$ cat src/rtl/logistic_sweep_sequencer_pkg.sv
// Shared constants, FSM state type and the row-extraction helper used by the
// logistic-map bifurcation sweep sequencer.
//   X_W       state x width (fixed-point format of the function unit)
//   MU_W      mu width
//   CNT_W     warm-up / plot counter width
//   COORD_W   pixel column/row width
//   ROW_SHIFT row = x >> ROW_SHIFT
package logistic_sweep_sequencer_pkg;

  localparam int unsigned X_W       = 17;
  localparam int unsigned MU_W      = 18;
  localparam int unsigned CNT_W     = 9;
  localparam int unsigned COORD_W   = 10;
  localparam int unsigned ROW_SHIFT = 8;

  typedef enum logic [2:0] {
    IDLE,
    LOAD,
    WARM,
    PLOT,
    NEXT,
    FIN
  } sweep_state_t;

  // Plot row for a state value, zero-extended to the coordinate width.
  function automatic logic [COORD_W-1:0] row_of(input logic [X_W-1:0] x);
    logic [X_W-1:0] s;
    s = x >> ROW_SHIFT;
    return s[COORD_W-1:0];
  endfunction

endpackage

$ cat src/rtl/logistic_sweep_sequencer_if.sv
// Pixel request handshake from the sweep sequencer to the frame-buffer writer.
//   px_valid  pixel request valid (master -> slave)
//   px_ready  writer accepts the pixel (slave -> master)
//   px_col    pixel column
//   px_row    pixel row
interface logistic_sweep_sequencer_if;
  import logistic_sweep_sequencer_pkg::*;

  logic               px_valid;
  logic               px_ready;
  logic [COORD_W-1:0] px_col;
  logic [COORD_W-1:0] px_row;

  modport master (output px_valid, output px_col, output px_row, input px_ready);
  modport slave  (input px_valid, input px_col, input px_row, output px_ready);

endinterface

$ cat src/rtl/logistic_sweep_sequencer_mu_gen.sv
// Column counter and mu accumulator for the sweep.
//   CLK, RST     clock / synchronous active-low reset
//   load_i       start of sweep: column 0, mu = mu_start_i, latch mu_step_i
//   step_i       advance to next column: col+1, mu += latched step (mod 2^MU_W)
//   mu_start_i   mu for column 0
//   mu_step_i    mu increment per column
//   col_o        current column
//   mu_o         current mu (registered, drives the function unit directly)
//   last_o       current column is COLS-1
module logistic_sweep_sequencer_mu_gen
  import logistic_sweep_sequencer_pkg::*;
#(
  parameter int unsigned COLS = 640
) (
  input  logic               CLK,
  input  logic               RST,
  input  logic               load_i,
  input  logic               step_i,
  input  logic [MU_W-1:0]    mu_start_i,
  input  logic [MU_W-1:0]    mu_step_i,
  output logic [COORD_W-1:0] col_o,
  output logic [MU_W-1:0]    mu_o,
  output logic               last_o
);

  localparam logic [COORD_W-1:0] LAST_COL = COORD_W'(COLS - 1);

  logic [COORD_W-1:0] col_q;
  logic [MU_W-1:0]    mu_q;
  logic [MU_W-1:0]    step_q;

  always_ff @(posedge CLK) begin
    if (!RST) begin
      col_q  <= '0;
      mu_q   <= '0;
      step_q <= '0;
    end else if (load_i) begin
      col_q  <= '0;
      mu_q   <= mu_start_i;
      step_q <= mu_step_i;
    end else if (step_i) begin
      col_q  <= col_q + COORD_W'(1);
      mu_q   <= mu_q + step_q;
    end
  end

  assign col_o  = col_q;
  assign mu_o   = mu_q;
  assign last_o = (col_q == LAST_COL);

endmodule

$ cat src/rtl/logistic_sweep_sequencer.sv
// Sequences an external combinational logistic-map unit to draw a bifurcation
// diagram: per column, reload x from the seed, run `warmup` discarded
// iterations, then emit `plot_n` pixels (col, x >> ROW_SHIFT).
//   CLK, RST   clock / synchronous active-low reset
//   start      begin a sweep (sampled only in IDLE)
//   mu_start   mu for column 0 (latched on start)
//   mu_step    mu increment per column (latched on start)
//   seed       initial x for every column (latched on start)
//   warmup     discarded iterations per column (latched on start)
//   plot_n     plotted iterations per column (latched on start)
//   fn_x       x operand to the function unit (registered)
//   fn_mu      mu operand to the function unit (registered)
//   fn_y       function result, combinational from fn_x/fn_mu
//   px         pixel handshake (master side)
//   busy       sweep in progress
//   done       one-cycle pulse when the sweep completes
module logistic_sweep_sequencer
  import logistic_sweep_sequencer_pkg::*;
#(
  parameter int unsigned COLS = 640
) (
  input  logic                         CLK,
  input  logic                         RST,
  input  logic                         start,
  input  logic [MU_W-1:0]              mu_start,
  input  logic [MU_W-1:0]              mu_step,
  input  logic [X_W-1:0]               seed,
  input  logic [CNT_W-1:0]             warmup,
  input  logic [CNT_W-1:0]             plot_n,
  output logic [X_W-1:0]               fn_x,
  output logic [MU_W-1:0]              fn_mu,
  input  logic [X_W-1:0]               fn_y,
  logistic_sweep_sequencer_if.master   px,
  output logic                         busy,
  output logic                         done
);

  sweep_state_t       state_q;
  logic [X_W-1:0]     fn_x_q;
  logic [X_W-1:0]     seed_q;
  logic [CNT_W-1:0]   warm_q;
  logic [CNT_W-1:0]   plot_q;
  logic [CNT_W-1:0]   wcnt_q;
  logic [CNT_W-1:0]   pcnt_q;
  logic               valid_q;
  logic [COORD_W-1:0] px_col_q;
  logic [COORD_W-1:0] px_row_q;
  logic               busy_q;
  logic               done_q;

  logic               mu_load;
  logic               mu_step_en;
  logic [COORD_W-1:0] col;
  logic               last_col;

  assign mu_load    = (state_q == IDLE) && start;
  assign mu_step_en = (state_q == NEXT) && !last_col;

  logistic_sweep_sequencer_mu_gen #(
    .COLS (COLS)
  ) u_mu_gen (
    .CLK        (CLK),
    .RST        (RST),
    .load_i     (mu_load),
    .step_i     (mu_step_en),
    .mu_start_i (mu_start),
    .mu_step_i  (mu_step),
    .col_o      (col),
    .mu_o       (fn_mu),
    .last_o     (last_col)
  );

  // px_row is updated together with fn_x so the row always reflects the
  // operand currently presented, without a combinational path to the port.
  always_ff @(posedge CLK) begin
    if (!RST) begin
      state_q  <= IDLE;
      fn_x_q   <= '0;
      seed_q   <= '0;
      warm_q   <= '0;
      plot_q   <= '0;
      wcnt_q   <= '0;
      pcnt_q   <= '0;
      valid_q  <= 1'b0;
      px_col_q <= '0;
      px_row_q <= '0;
      busy_q   <= 1'b0;
      done_q   <= 1'b0;
    end else begin
      done_q <= 1'b0;
      unique case (state_q)
        IDLE: begin
          if (start) begin
            seed_q  <= seed;
            warm_q  <= warmup;
            plot_q  <= plot_n;
            busy_q  <= 1'b1;
            state_q <= LOAD;
          end
        end
        LOAD: begin
          fn_x_q   <= seed_q;
          px_row_q <= row_of(seed_q);
          wcnt_q   <= '0;
          pcnt_q   <= '0;
          if (warm_q != '0) begin
            state_q <= WARM;
          end else if (plot_q != '0) begin
            state_q  <= PLOT;
            valid_q  <= 1'b1;
            px_col_q <= col;
          end else begin
            state_q <= NEXT;
          end
        end
        WARM: begin
          fn_x_q   <= fn_y;
          px_row_q <= row_of(fn_y);
          wcnt_q   <= wcnt_q + CNT_W'(1);
          if (wcnt_q == warm_q - CNT_W'(1)) begin
            if (plot_q != '0) begin
              state_q  <= PLOT;
              valid_q  <= 1'b1;
              px_col_q <= col;
            end else begin
              state_q <= NEXT;
            end
          end
        end
        PLOT: begin
          if (valid_q && px.px_ready) begin
            fn_x_q   <= fn_y;
            px_row_q <= row_of(fn_y);
            pcnt_q   <= pcnt_q + CNT_W'(1);
            if (pcnt_q == plot_q - CNT_W'(1)) begin
              valid_q <= 1'b0;
              state_q <= NEXT;
            end
          end
        end
        NEXT: begin
          if (last_col) begin
            state_q <= FIN;
            done_q  <= 1'b1;
            busy_q  <= 1'b0;
          end else begin
            state_q <= LOAD;
          end
        end
        FIN: begin
          state_q <= IDLE;
        end
        default: begin
          state_q <= IDLE;
        end
      endcase
    end
  end

  assign fn_x        = fn_x_q;
  assign px.px_valid = valid_q;
  assign px.px_col   = px_col_q;
  assign px.px_row   = px_row_q;
  assign busy        = busy_q;
  assign done        = done_q;

endmodule
$ cat src/flat_wrapper.sv
// flat-port wrapper written by rule: the top's interface ports become plain ports
module logistic_sweep_sequencer_flat import logistic_sweep_sequencer_pkg::*;
#(
  parameter int unsigned COLS = 640
)
  (CLK, RST, start, mu_start, mu_step, seed, warmup, plot_n, fn_x, fn_mu, fn_y, busy, done, px_px_valid, px_px_col, px_px_row, px_px_ready);
  logistic_sweep_sequencer_if px_i ();
  input  logic CLK;
  input  logic RST;
  input  logic start;
  input  logic [MU_W-1:0] mu_start;
  input  logic [MU_W-1:0] mu_step;
  input  logic [X_W-1:0] seed;
  input  logic [CNT_W-1:0] warmup;
  input  logic [CNT_W-1:0] plot_n;
  output logic [X_W-1:0] fn_x;
  output logic [MU_W-1:0] fn_mu;
  input  logic [X_W-1:0] fn_y;
  output logic busy;
  output logic done;
  output wire logic [$bits(px_i.px_valid)-1:0] px_px_valid;
  output wire logic [$bits(px_i.px_col)-1:0] px_px_col;
  output wire logic [$bits(px_i.px_row)-1:0] px_px_row;
  input wire logic [$bits(px_i.px_ready)-1:0] px_px_ready;
  assign px_px_valid = px_i.px_valid;
  assign px_px_col = px_i.px_col;
  assign px_px_row = px_i.px_row;
  assign px_i.px_ready = px_px_ready;
  logistic_sweep_sequencer #(.COLS(COLS)) u_core (.CLK(CLK), .RST(RST), .start(start), .mu_start(mu_start), .mu_step(mu_step), .seed(seed), .warmup(warmup), .plot_n(plot_n), .fn_x(fn_x), .fn_mu(fn_mu), .fn_y(fn_y), .px(px_i), .busy(busy), .done(done));
endmodule
$ cat config.mk
export PLATFORM = sky130hd
export DESIGN_NAME = logistic_sweep_sequencer_flat
export DESIGN_NICKNAME = d
export VERILOG_FILES = /design/src/rtl/logistic_sweep_sequencer_pkg.sv /design/src/rtl/logistic_sweep_sequencer_if.sv /design/src/rtl/logistic_sweep_sequencer_mu_gen.sv /design/src/rtl/logistic_sweep_sequencer.sv /design/src/flat_wrapper.sv
export SDC_FILE = /design/constraint.sdc
export NUM_CORES = 1
export LEC_CHECK = 0
export CAP_MARGIN = 20
export CORE_ASPECT_RATIO = 0.75
export CORE_MARGIN = 2
export CORE_UTILIZATION = 45
export DETAILED_ROUTE_END_ITERATION = 12
export GPL_TIMING_DRIVEN = 0
export PLACE_DENSITY = 0.72
export SKIP_CTS_REPAIR_TIMING = 1
export SLEW_MARGIN = 10
export SYNTH_ARGS = -nofsm -noshare
export SYNTH_HDL_FRONTEND = slang
export SYNTH_SLANG_ARGS = --single-unit
$ cat constraint.sdc
create_clock -name CLK -period 2.81 [get_ports CLK]
set_input_delay 0.7025 -clock CLK [delete_from_list [all_inputs] [get_ports CLK]]
set_output_delay 0.7025 -clock CLK [all_outputs]
set_load 0.05 [all_outputs]
* Yosys cells after proc, flatten, opt, wreduce, memory -nomap -nowiden *
Index checks and enable logic that the tools add are counted.
Widths: inputs -> output; s select.

cells by class
  bitwise operators = 1
  $add $sub $neg = 6
  reduce and logical (&&, ||, !) cells = 21
  equality and inequality tests = 13
  multiplexer cells = 31

operator list
  kind                   count
  $pmux 17 s3            1
  $mux 10                4
  $mux 18                2
  $pmux 9 s2             2
  $pmux 10 s3            1
  $mux 3                 7
  $pmux 10 s2            1
  $add 18x18->18         1
  $add 9x1->9 const B    2
  $eq 9x9->1             2
  $reduce_bool 9->1      2
  $sub 9x1->9 const B    2
  $mux 17                1
  $pmux 3 s5             1
  $add 10x1->10 const B  1
  $eq 10x10->1 const B   1
  $mux 9                 1
  $mux 1                 8
  $ne 2x1->1 const B     4
  $reduce_and 2->1       4
  $reduce_bool 2->1      4
  $eq 3x2->1 const B     2
  $reduce_and 3->1       2
  $reduce_and 5->1       1
  other kinds (12)       15

storage, ports and cells
  register bits = 142
  input bits = 92
  word-level logic and storage cells = 87
  output and inout port bits = 58

* Longest topological paths before layout *
  depth in word-level cells = 5
  depth in mapped cells = 12
  gate-level depth less buffers = 9

* Cells and area by module *
Synthesis repeated with hierarchy kept, for this count alone.

second synthesis, totals
  cell total of the unflattened synthesis = 851
  area total of the unflattened synthesis = 7160.6 sq um

modules (own cells, without submodules)
  module                           times used  cells an instance  sequential area each (sq um)  area each (sq um)
  logistic_sweep_sequencer         1           536                1721.7                        4471.8
  logistic_sweep_sequencer_mu_gen  1           315                920.9                         2688.8

* Least setup slack after synthesis *
No wires, ideal clock.

  path kind = reg-to-reg
  start point = reg u_core.u_mu_gen.mu_q[0], in the netlist u_core.u_mu_gen.mu_o[0]
  end point = reg u_core.u_mu_gen.mu_q[10], in the netlist u_core.u_mu_gen.mu_o[10]
  stages on the path, launching flop included = 10
  setup slack = 0.030 ns
  required time = 2.678 ns
  data arrival time = 2.648 ns
  setup time = 0.132 ns
  buffers on the path = 0
  period minus slack after synthesis = 2.780 ns
  cells stage by stage = dfxtp_1 > ha_1 > fa_1 > a21o_1 > a21o_1 > a2111oi_2 > o21bai_1 > a2111oi_0 > o31a_1 > nor3_1

between the ends
  word-level cells in the longest chain between the ends = 3

ends and longest elaborated chain
  what                    RTL line                               RTL
  start, declared         logistic_sweep_sequencer_mu_gen.sv:29  logic [MU_W-1:0] mu_q;
  start signal, assigned  logistic_sweep_sequencer_mu_gen.sv:39  mu_q <= mu_start_i;
  start signal, assigned  logistic_sweep_sequencer_mu_gen.sv:43  mu_q <= mu_q + step_q;
  $add 18x18->18          logistic_sweep_sequencer_mu_gen.sv:43
  $mux 18                 logistic_sweep_sequencer_mu_gen.sv:41  end else if (step_i) begin
  $mux 18                 logistic_sweep_sequencer_mu_gen.sv:37  end else if (load_i) begin

Every way passes these cells. The select of a mux whose other input is x is not followed.
A chain may end at the register's enable or synchronous reset.

* Final worst setup path *
Ends and elaborated chain as after synthesis.

==> metrics.sh <==
STATUS='complete, no violations'
GR-MAX-USAGE-LAYER='met2'
DRT-INITIAL-DRC-COUNT=356
WORST_CASE_CLOCK_BUFFER_DEPTH=2
FLOORPLAN.DIE_AREA_SQ_UM=16300
CRITICAL_PATH.REG2REG.ENDPOINT='u_core.u_mu_gen.mu_o[10]'
SYNTHESIS.INSTANCES=861
ANTENNA_VIOL_NETS_FINAL=0
NFILLCELLS=1409
TIMING.HOLD.WORST_PATH_DEPTH=2
VIA_COUNT_OF_THE_FIRST_GLOBAL_ROUTING_PASS=6247
CP_DATA_REQUIRED_TIME_NS=3.09
SLEW_WORST_PIN_NS=0.727
YOSYS_REGISTER_BITS=132
MAX_STAGE_DELAY_ON_CRIT_PATH_NS=0.46
CTS_ROOT_BUF='sky130_fd_sc_hd__clkbuf_16'
PATH_CELLS='ha_2 -> fa_1 -> a21o_1 -> a21o_1 -> a2111oi_4 -> o21bai_4 -> a2111oi_4 -> o31a_1 -> nor3_1'
CTS_MADE_BUFFERS=17
HTREE_LEVELS=4
DP.FINAL_HPWL_MICRONS=13900
CELLLEAKAGEPOWER_nW=3.44
PATH_CLASS='reg -> reg'
NETS=1141
SLEW_HEADROOM_PCT=51.5
SYNTHESIS.AREA_SQ_UM=6890
GLOBAL_ROUTE_WIRE_LENGTH_BEFORE_REPAIR_MICRONS=31300
SYNTH-ASYNC-RESET-RATIO_PCT=0
HOLD_VIOL_FINAL=0
WORSTHOLDENDPOINT='u_core.seed_q[9]'
MIN_FROM='u_core.seed_q[9]'
CLOCK_SINKS=132
LAYOUT-AREA-OVERHEAD-VS-SYNTH_PCT=34.7
FINALWORSTSETUPSLACK_NS=0.0715
MET3_RESOURCE_USE_GR_PCT=5.35
SYNTH_FP_NETS=976
CP_DATA_ARRIVAL_TIME_NS=3.02
R2R_SLACK_NS=0.07
FIN_CRIT_SH_PCT=97.5
VIAS_CELL=5.43
CRIT-REG2REG-LAUNCH='u_core.u_mu_gen.mu_o[0]'
SYNTH_SEQUENTIAL_AREA_RATIO_PCT=38.3
CLK_TRANSITION_REPORTED_PATHS_NS=0.06
SKEW_NS=0.0105
GRT.MET2_USAGE_PCT=36.7
LARGEST_NET_DEGREE_AT_THE_START_OF_GLOBAL_ROUTING=17
GLOBAL_ROUTE.USAGE.TOTAL_PCT=23.9
CLK-INSERTION-DELAY-LATE_NS=0.42
TIMING.HOLD.WS_NS=0.453
REPORT.FINAL.SETUP_VIOL=0
MIN_PERIOD_NS=2.74
SYNTH_TOP_FLOP_CELL='sky130_fd_sc_hd__dfxtp_1'
STARTPOINT_TYPE='flip-flop'
PORT_BUFFERS=147
GRT_MET1_USE_PCT=33.7
YS.WARNINGS.COUNT=0
LAYOUT-DRIVE-GT1-SHARE_PCT=7.41
GP_CONGESTION=0.872
CORE_REGION_AREA_SQ_UM=15100
CRITICAL_PATH_PEAK_FANOUT=4
WORSTSETUPENDPOINTTYPE='flip-flop'
FINALPOWER_mW=9.65
CRITPATHSLOWESTCELL='sky130_fd_sc_hd__a2111oi_4'
CAP_VIOLATIONS=0
WL_PER_CELL_MICRONS=15.5
ROWS=39
POSTROUTEWIRELENGTH_MICRONS=19300
MAX_SLEW_VIO_COUNT=0
FP.DIEH_MICRONS=111
SYNTH-EDFF-COUNT=0
RSZ0062_AT_GRT='yes'
DPL_WORST_SLACK_NS=-0.768
MAX_FREQ_MHz=365
TYPE_OF_THE_TIGHTEST_MIN_DELAY_CHECK='reg -> reg'
TOP_LEVEL_PORTS=150
DIEWIDTH_MICRONS=147
POWER.DENSITY_CELL_AREA_nW_PER_UM2=1040
START_UTIL_PCT=45.6
DRT-PASS1-ITER-COUNT=5
VDD_IR_DROP_MAX_V=0.000718
NUM_VIAS=6749
REG2REGPATHDEPTH=9
INSERTEDDIODECOUNT=0
ROUTE.DETAILED.DRC=0
AVGSYNTHCELLAREA_SQ_UM=8.01
POST_SYNTH_NUM_CELL_TYPES=64
FINAL.SETUP.TNS_NS=0
GRT_OVERFLOW=0
GRT_ANTENNA_BEFORE_REPAIR=0
CTS_TREE='built'
sequential cells by signal, summed over array words and instances (netlist names):
name	count
u_core.done	1
u_core.busy	1
u_core.wcnt_q	9
u_core.u_mu_gen.mu_o	18
u_core.pcnt_q	9
u_core.warm_q	9
u_core.plot_q	9
u_core.px.px_col	10
u_core.state_q	3
u_core.px.px_valid	1
u_core.u_mu_gen.step_q	18
u_core.fn_x	16
u_core.u_mu_gen.col_o	10
u_core.px.px_row	1
u_core.seed_q	17
area by class of cell:
cell class                 count  area [sq um]  share of cell area, %
clock inverter                12           120                   1.29
tap                          205           256                   2.76
clock buffer                  20           467                   5.03
multi-input combinational    656          4000                   43.1
timing repair buffer         147          1470                   15.8
inverter                      12          45.0                  0.485
sequential                   132          2640                   28.5
buffer                        60           282                   3.03
power breakdown:
part	switching [mW]	leakage [nW]	internal, mW
clock network	0.887	0.284	1.30
logic	3.08	2.08	1.76
registers	0.339	1.08	2.29
cell families after synthesis:
kind of cell | after synthesis | share of synthesized area [%]
adder cells (fa/ha/maj) | 23 | 4.28
AND/OR/NAND/NOR | 321 | 21.6
XOR/XNOR | 45 | 5.72
AO/OA/AOI/OAI | 242 | 21.7
multiplexers | 24 | 3.54
flip-flops | 132 | 38.3
buffers and inverters | 73 | 4.76
other | 1 | 0.0544
per-stage QoR:
step	util, %	cells	instance area (sq um)
2_1_floorplan	-	861	6890
3_3_place_gp	57.0	1213	8620
3_5_place_dp	57.0	1213	8620
4_1_cts	60.9	1245	9210
5_1_grt	61.4	1244	9290
6_report	61.4	1244	9290
worst max path at each step:
stage | from | endpoint | slack [ns] | cells after the start
after floorplan | u_core.u_mu_gen.mu_o[0] | u_core.u_mu_gen.mu_o[10] | 0.03 | 9
after global placement | start | u_core.u_mu_gen.step_q[9] | -0.73 | 6
after detailed placement | start | u_core.u_mu_gen.step_q[11] | -0.77 | 6
after CTS | start | u_core.u_mu_gen.step_q[11] | -0.32 | 6
after global routing | u_core.u_mu_gen.mu_o[0] | u_core.u_mu_gen.mu_o[10] | -0.03 | 9
final | u_core.u_mu_gen.mu_o[0] | u_core.u_mu_gen.mu_o[10] | 0.07 | 9
layer usage:
layer  routed length, microns  share of wire (%)
met1                     9240                 48
met2                     8540                 44
met3                     1260                6.5
met4                      224                1.2
met5                        0                  0
layout by cell type (no fill, tap or decap), drive strengths merged, types with 6 or more instances in the layout:
cell type        n
nor2            71
a21o            10
xnor2           19
a21oi          113
nor3            13
nor2b            6
or3              6
a211o            6
ha              22
nand2          152
and3             6
buf             21
nand4           11
o221ai           6
mux2i           21
o21ai           34
inv             16
clkbuf          59
a211oi          25
clkdlybuf4s50  147
nand3           26
dfxtp          132
nand2b           6
xor2            26
critical path: cells and delay by family, from the launching register on:
family / cells / cell delay (ns)
compound gates: 6 / 1.58
fa+ha+maj: 2 / 0.62
flops: 1 / 0.35
simple gates: 1 / 0.05
Yosys cell counts (5+ instances only):
library cell               instances  area [sq um]
sky130_fd_sc_hd__a211o_1           6          52.6
sky130_fd_sc_hd__or3_1             6          37.5
sky130_fd_sc_hd__xor2_1           26           228
sky130_fd_sc_hd__ha_1             22           275
sky130_fd_sc_hd__a211oi_1         25           188
sky130_fd_sc_hd__nand2_1         152           571
sky130_fd_sc_hd__buf_2             7          35.0
sky130_fd_sc_hd__o21a_1            5          37.5
sky130_fd_sc_hd__dfxtp_1         132          2640
sky130_fd_sc_hd__o21ai_0          31           155
sky130_fd_sc_hd__nor3_1           13          65.1
sky130_fd_sc_hd__mux2i_1          21           210
sky130_fd_sc_hd__a21oi_1         113           566
sky130_fd_sc_hd__inv_1            11          41.3
sky130_fd_sc_hd__clkbuf_1         39           146
sky130_fd_sc_hd__xnor2_1          19           166
sky130_fd_sc_hd__o211ai_1          5          37.5
sky130_fd_sc_hd__a21o_1           10          75.1
sky130_fd_sc_hd__a31oi_1           5          31.3
sky130_fd_sc_hd__buf_4            10          75.1
sky130_fd_sc_hd__nor2_1           71           267
sky130_fd_sc_hd__o221ai_1          6          52.6
sky130_fd_sc_hd__nand3_1          26           130
sky130_fd_sc_hd__nand4_1          11          68.8
sky130_fd_sc_hd__nor2b_1           6          37.5
sky130_fd_sc_hd__and3_1            6          37.5
sky130_fd_sc_hd__nand2b_1          6          37.5
Note: power is estimated with default switching activity, not from simulation.
